**config.mk**
```make
export PLATFORM = sky130hd
export DESIGN_NAME = fetch_stage_flat
export DESIGN_NICKNAME = d
export VERILOG_FILES = /design/src/rtl/fetch_stage_if.sv /design/src/rtl/fetch_stage.sv /design/src/flat_wrapper.sv
export SDC_FILE = /design/constraint.sdc
export NUM_CORES = 1
export LEC_CHECK = 0
export ABC_AREA = 1
export ABC_CLOCK_PERIOD_IN_PS = 1700
export CORE_ASPECT_RATIO = 1.75
export CORE_MARGIN = 5
export CORE_UTILIZATION = 51
export CTS_BUF_LIST = sky130_fd_sc_hd__clkbuf_4 sky130_fd_sc_hd__clkbuf_8 sky130_fd_sc_hd__clkbuf_16
export CTS_CLUSTER_SIZE = 30
export DETAILED_ROUTE_END_ITERATION = 8
export HOLD_SLACK_MARGIN = 0.03
export PLACE_DENSITY = 0.86
export SLEW_MARGIN = 20
export SYNTH_ARGS = -nofsm -noshare
export SYNTH_HDL_FRONTEND = slang
export SYNTH_SLANG_ARGS = --single-unit
```
**constraint.sdc**
```tcl
create_clock -name clk -period 1.7 [get_ports clk]
set_input_delay 0.255 -clock clk [delete_from_list [all_inputs] [get_ports clk]]
set_output_delay 0.255 -clock clk [all_outputs]
set_load 0.1 [all_outputs]
```
**src/rtl/fetch_stage_if.sv**
```systemverilog
// Instruction-memory read port between the fetch stage (master) and the memory (slave).
interface fetch_stage_if;
    logic        o_imem_req;
    logic [7:0]  o_imem_addr;
    logic        i_imem_ack;
    logic [15:0] i_imem_rdata;

    modport master (output o_imem_req, o_imem_addr, input i_imem_ack, i_imem_rdata);
    modport slave  (input o_imem_req, o_imem_addr, output i_imem_ack, i_imem_rdata);
endinterface

```
**src/rtl/fetch_stage.sv**
```systemverilog
// Instruction fetch stage: PC, imem request handshake, IF/ID register with a
// one-entry skid buffer for stalls and deferred redirect for in-flight branches.
module fetch_stage #(
    parameter logic [7:0] RESET_PC = 8'h00
) (
    input  logic               clk,
    input  logic               reset_n,
    input  logic               i_run,
    input  logic               i_stall,
    input  logic               i_branch,
    input  logic [7:0]         i_branch_target,
    fetch_stage_if.master      imem,
    output logic [15:0]        o_instr,
    output logic [3:0]         o_opcode,
    output logic [7:0]         o_pc,
    output logic               o_valid
);
    localparam logic [1:0] IDLE  = 2'd0;
    localparam logic [1:0] FETCH = 2'd1;
    localparam logic [1:0] HOLD  = 2'd2;

    logic [1:0]  state_q, state_d;
    logic [7:0]  pc_q, pc_d;
    logic [15:0] instr_q, instr_d;
    logic [7:0]  opc_q, opc_d;
    logic        valid_q, valid_d;
    logic [15:0] skid_instr_q, skid_instr_d;
    logic [7:0]  skid_pc_q, skid_pc_d;
    logic        skid_vld_q, skid_vld_d;
    logic        redir_vld_q, redir_vld_d;
    logic [7:0]  redir_pc_q, redir_pc_d;
    logic [7:0]  pc_inc;
    logic        ack;

    assign pc_inc = pc_q + 8'd1;
    assign ack    = imem.i_imem_ack;

    always_comb begin
        state_d      = state_q;
        pc_d         = pc_q;
        instr_d      = instr_q;
        opc_d        = opc_q;
        valid_d      = valid_q;
        skid_instr_d = skid_instr_q;
        skid_pc_d    = skid_pc_q;
        skid_vld_d   = skid_vld_q;
        redir_vld_d  = redir_vld_q;
        redir_pc_d   = redir_pc_q;
        case (state_q)
            IDLE: begin
                if (i_branch) begin
                    pc_d       = i_branch_target;
                    valid_d    = 1'b0;
                    skid_vld_d = 1'b0;
                end
                if (i_run) state_d = FETCH;
            end
            FETCH: begin
                if (i_branch) begin
                    valid_d    = 1'b0;
                    skid_vld_d = 1'b0;
                    if (ack) begin
                        pc_d        = i_branch_target;
                        redir_vld_d = 1'b0;
                    end else begin
                        // address must stay stable until ack; redirect after it
                        redir_vld_d = 1'b1;
                        redir_pc_d  = i_branch_target;
                    end
                end else if (ack) begin
                    if (redir_vld_q) begin
                        pc_d        = redir_pc_q;
                        redir_vld_d = 1'b0;
                        if (!i_stall) valid_d = 1'b0;
                    end else if (i_stall) begin
                        skid_instr_d = imem.i_imem_rdata;
                        skid_pc_d    = pc_q;
                        skid_vld_d   = 1'b1;
                        pc_d         = pc_inc;
                        state_d      = HOLD;
                    end else begin
                        instr_d = imem.i_imem_rdata;
                        opc_d   = pc_q;
                        valid_d = 1'b1;
                        pc_d    = pc_inc;
                    end
                end else if (!i_stall) begin
                    valid_d = 1'b0;
                end
            end
            HOLD: begin
                if (i_branch) begin
                    valid_d    = 1'b0;
                    skid_vld_d = 1'b0;
                    pc_d       = i_branch_target;
                    state_d    = FETCH;
                end else if (!i_stall) begin
                    instr_d    = skid_instr_q;
                    opc_d      = skid_pc_q;
                    valid_d    = skid_vld_q;
                    skid_vld_d = 1'b0;
                    state_d    = FETCH;
                end
            end
            default: state_d = IDLE;
        endcase
    end

    always_ff @(posedge clk) begin
        if (!reset_n) begin
            state_q      <= IDLE;
            pc_q         <= RESET_PC;
            instr_q      <= 16'h0000;
            opc_q        <= 8'h00;
            valid_q      <= 1'b0;
            skid_instr_q <= 16'h0000;
            skid_pc_q    <= 8'h00;
            skid_vld_q   <= 1'b0;
            redir_vld_q  <= 1'b0;
            redir_pc_q   <= 8'h00;
        end else begin
            state_q      <= state_d;
            pc_q         <= pc_d;
            instr_q      <= instr_d;
            opc_q        <= opc_d;
            valid_q      <= valid_d;
            skid_instr_q <= skid_instr_d;
            skid_pc_q    <= skid_pc_d;
            skid_vld_q   <= skid_vld_d;
            redir_vld_q  <= redir_vld_d;
            redir_pc_q   <= redir_pc_d;
        end
    end

    assign imem.o_imem_req  = (state_q == FETCH);
    assign imem.o_imem_addr = pc_q;
    assign o_instr          = instr_q;
    assign o_opcode         = instr_q[15:12];
    assign o_pc             = opc_q;
    assign o_valid          = valid_q;
endmodule

```
**src/flat_wrapper.sv**
```systemverilog
// flat-port wrapper written by rule: the top's interface ports become plain ports
module fetch_stage_flat 
#(
    parameter logic [7:0] RESET_PC = 8'h00
)
  (clk, reset_n, i_run, i_stall, i_branch, i_branch_target, o_instr, o_opcode, o_pc, o_valid, imem_o_imem_req, imem_o_imem_addr, imem_i_imem_ack, imem_i_imem_rdata);
  fetch_stage_if imem_i ();
  input  logic clk;
  input  logic reset_n;
  input  logic i_run;
  input  logic i_stall;
  input  logic i_branch;
  input  logic [7:0] i_branch_target;
  output logic [15:0] o_instr;
  output logic [3:0] o_opcode;
  output logic [7:0] o_pc;
  output logic o_valid;
  output wire logic [$bits(imem_i.o_imem_req)-1:0] imem_o_imem_req;
  output wire logic [$bits(imem_i.o_imem_addr)-1:0] imem_o_imem_addr;
  input wire logic [$bits(imem_i.i_imem_ack)-1:0] imem_i_imem_ack;
  input wire logic [$bits(imem_i.i_imem_rdata)-1:0] imem_i_imem_rdata;
  assign imem_o_imem_req = imem_i.o_imem_req;
  assign imem_o_imem_addr = imem_i.o_imem_addr;
  assign imem_i.i_imem_ack = imem_i_imem_ack;
  assign imem_i.i_imem_rdata = imem_i_imem_rdata;
  fetch_stage #(.RESET_PC(RESET_PC)) u_core (.clk(clk), .reset_n(reset_n), .i_run(i_run), .i_stall(i_stall), .i_branch(i_branch), .i_branch_target(i_branch_target), .imem(imem_i), .o_instr(o_instr), .o_opcode(o_opcode), .o_pc(o_pc), .o_valid(o_valid));
endmodule
```
==> impl_metrics.tcl <==
set metrics [dict create \
    synthArstFlopShare_pct 0 \
    stdcell_area_um2 4840 \
    cts_tree "yes" \
    antenna_cells 0 \
    grt_pass1_vias 3289 \
    nNetsFinal 570 \
    crit_fanout 6 \
    drtAntennaViolNets 0 \
    drt_wl_total_mm 8.79 \
    drt_first_pass_iters 5 \
    worstSkewPairLatency_ns 0.33 \
    rr_worst_depth 10 \
    cts-buffers-inserted 9 \
    clock_path_buffers 2 \
    dieArea_um2 8330 \
    cts.sinks 69 \
    placed_cells 605 \
    vias 3378 \
    drcViolationCount 0 \
    ys_seq_area_share_pct 41.4 \
    synthFlopType "dfxtp_1" \
    relSlewSlack_pct 69.3 \
    dp_hpwl_mm 6.11 \
    drive_gt1_share_pct 17.7 \
    ir_worst_vdd_mv 1.26 \
    fmax_mhz 620 \
    seqCellArea_um2 1390 \
    leakagePower_nw 2.00 \
    vias_per_cell 5.45 \
    die-height_um 117 \
    synthCells 469 \
    drtIter0Drc 235 \
    io_pins 68 \
    syn_nets 505 \
    htreeDepth 3 \
    post-route-util_pct 75.1 \
    synth.top_cell.area_share_pct 41.4 \
    reg2reg_from "u_core.state_q[1]" \
    power_density_nw_per_um2 2040 \
    end_kind "flip-flop" \
    core-area_um2 6440 \
    cp-startpoint "u_core.state_q[1]" \
    r2r_setup_slack_ns 0.09 \
    yosysWarnings 0 \
    worst_pin_slew_ns 0.461 \
    cp-endpoint "u_core.imem.o_imem_addr[1]" \
    ys_top_cells_by_count "101 x nor2_1, 69 x dfxtp_1, 57 x nand2_1" \
    syn_to_final_growth_pct 44.8 \
    nFillCells 440 \
    synth_top_cells_by_area "dfxtp_1 41%, nor2_1 11%, a21oi_1 8.4%, o21ai_0 7.0%, nand2_1 6.4%" \
    synth_edf_count 0 \
    synth.largest_area_cell "dfxtp_1" \
    ys_ff_latch 69 \
    path_class "flip-flop to flip-flop" \
    hold_viol 0 \
    netlist_area_um2 3340 \
    hold_path.class "input pin to flip-flop" \
    clockRootBuffer "clkbuf_16" \
    grt-ovfl-total 0 \
    rsz0062_at_grt "false" \
    cts_setup_buffers 0 \
    rows 39 \
    status "finished, final reports clean" \
    skew_ns 0.00343 \
    antenna_found_initial 0 \
    placed_cell_area_um2 4540 \
    multiInputGateArea_um2 1690 \
    synth.avg_cell_area_um2 7.12 \
    cp.required_ns 1.91 \
    fin_cells 620 \
    drv_slew 0 \
    yosysUniqueCellTypes 24 \
    grt_start_max_net_pins 69 \
    start_kind "flip-flop" \
    min_period_ns 1.61 \
    fin_tns_setup_ns 0 \
    die_width_um 71.2 \
    gp_congestion 0.874 \
    clkTransAtPathRegs_ns 0.05 \
    setup_slack_ns 0.0867 \
    grtUsageTotal_pct 22.0 \
    io_buffers 67 \
    arrival_ns 1.82 \
    min_period_over_period_pct 94.9 \
    grt_pass1_wl_mm 14.5 \
    regToRegEndpoint "u_core.imem.o_imem_addr[1]" \
    preCtsSetupSlack_ns -0.104 \
    maxCapViolCount 0 \
    wl_per_cell_um 14.2 \
    finalSetupViolCount 0 \
    yosys.cell_count.top_type "nor2_1" \
    initial_core_util_pct 51.8 \
]
-- critical path, stage by stage (launching register included) --
cell and delay (ns):
dfxtp_1 0.32, inv_2 0.09, ha_4 0.14, inv_2 0.06
nor2_2 0.17, nor2_1 0.08, nand2_2 0.07, inv_1 0.08
buf_4 0.16, o21ai_0 0.23, nor2_1 0.09
-- metrics by stage --
stage,hold slack [ns],total power [mW]
2_1_floorplan,0.390,6.09
3_3_place_gp,0.440,7.92
3_5_place_dp,0.450,8.04
4_1_cts,0.395,9.85
5_1_grt,0.412,10.3
6_report,0.392,9.85
-- power breakdown --
group	total, mW	internal, mW	switching, mW	leakage (nW)
clock network	1.77	1.11	0.657	0.145
logic	5.68	2.05	3.63	1.29
registers	2.40	1.98	0.425	0.564
-- state kept, by name, indices dropped and copies added, names as in the netlist --
signal and count:
u_core.skid_pc_q 8, u_core.o_instr 16, u_core.skid_instr_q 16, u_core.o_valid 1
u_core.redir_vld_q 1, u_core.o_pc 8, u_core.redir_pc_q 8, u_core.state_q 2
u_core.skid_vld_q 1, u_core.imem.o_imem_addr 8
-- logic make-up (layout without fill, tap and decap cells) --
group | after synthesis | count (layout) | share of synthesized area [%]
AOI/OAI and AO/OA | 109 | 109 | 16.6
buffers and inverters | 62 | 131 | 9.18
and+or+nand+nor | 205 | 205 | 25.3
DFF | 69 | 69 | 41.4
adders and majority gates | 6 | 6 | 2.25
muxes | 18 | 18 | 5.40
-- worst min path at each step --
stage                               from                   end  cells past startpoint
finish                           reset_n     u_core.state_q[0]                      4
CTS                              reset_n     u_core.o_instr[0]                      4
global placement       u_core.skid_vld_q     u_core.skid_vld_q                      2
floorplan             i_branch_target[2]  u_core.redir_pc_q[2]                      2
global route                     reset_n     u_core.state_q[0]                      4
detailed placement  u_core.redir_pc_q[7]  u_core.redir_pc_q[7]                      2
-- cell usage in the layout (no fill, tap or decap), types with 2 or more instances in the layout --
| cell | count |
|---|---|
| dfxtp_1 | 62 |
| nor2_1 | 100 |
| nand3_1 | 40 |
| buf_12 | 43 |
| dfxtp_2 | 7 |
| buf_4 | 14 |
| ha_1 | 4 |
| o21ai_1 | 3 |
| clkdlybuf4s50_1 | 28 |
| inv_1 | 25 |
| clkbuf_16 | 9 |
| nand2_1 | 57 |
| nor2_2 | 3 |
| o21ai_0 | 46 |
| mux2i_1 | 18 |
| a21oi_1 | 56 |
| inv_2 | 4 |
| clkinv_2 | 5 |
| o211ai_1 | 2 |
-- final cells by class --
class                   count  area share [%]
inverters                  29            2.25
flip-flops and latches     69            28.7
well taps                  82            2.12
clock buffers               9            4.66
clock inverters             6            1.14
multi-input cells         338            35.0
repair buffers             87            26.1
-- what timing repair did --
item,4_1_cts,5_1_grt
hold buffers,0,0
endpoints found under the setup margin,1,29
resized for setup,1,6
-- per-layer routing --
metal | wire length, µm | GRT usage [%] | vias up | part of all wire [%]
met2 | 4790 | 39.6 | 125 | 55
met5 | 0 | 0 | - | 0
li1 | - | - | 1674 | -
met1 | 3180 | 21.6 | 1550 | 36
met4 | 349 | 14.6 | 0 | 4.0
met3 | 462 | 6.41 | 29 | 5.3
(Power assumes the default switching activity.)
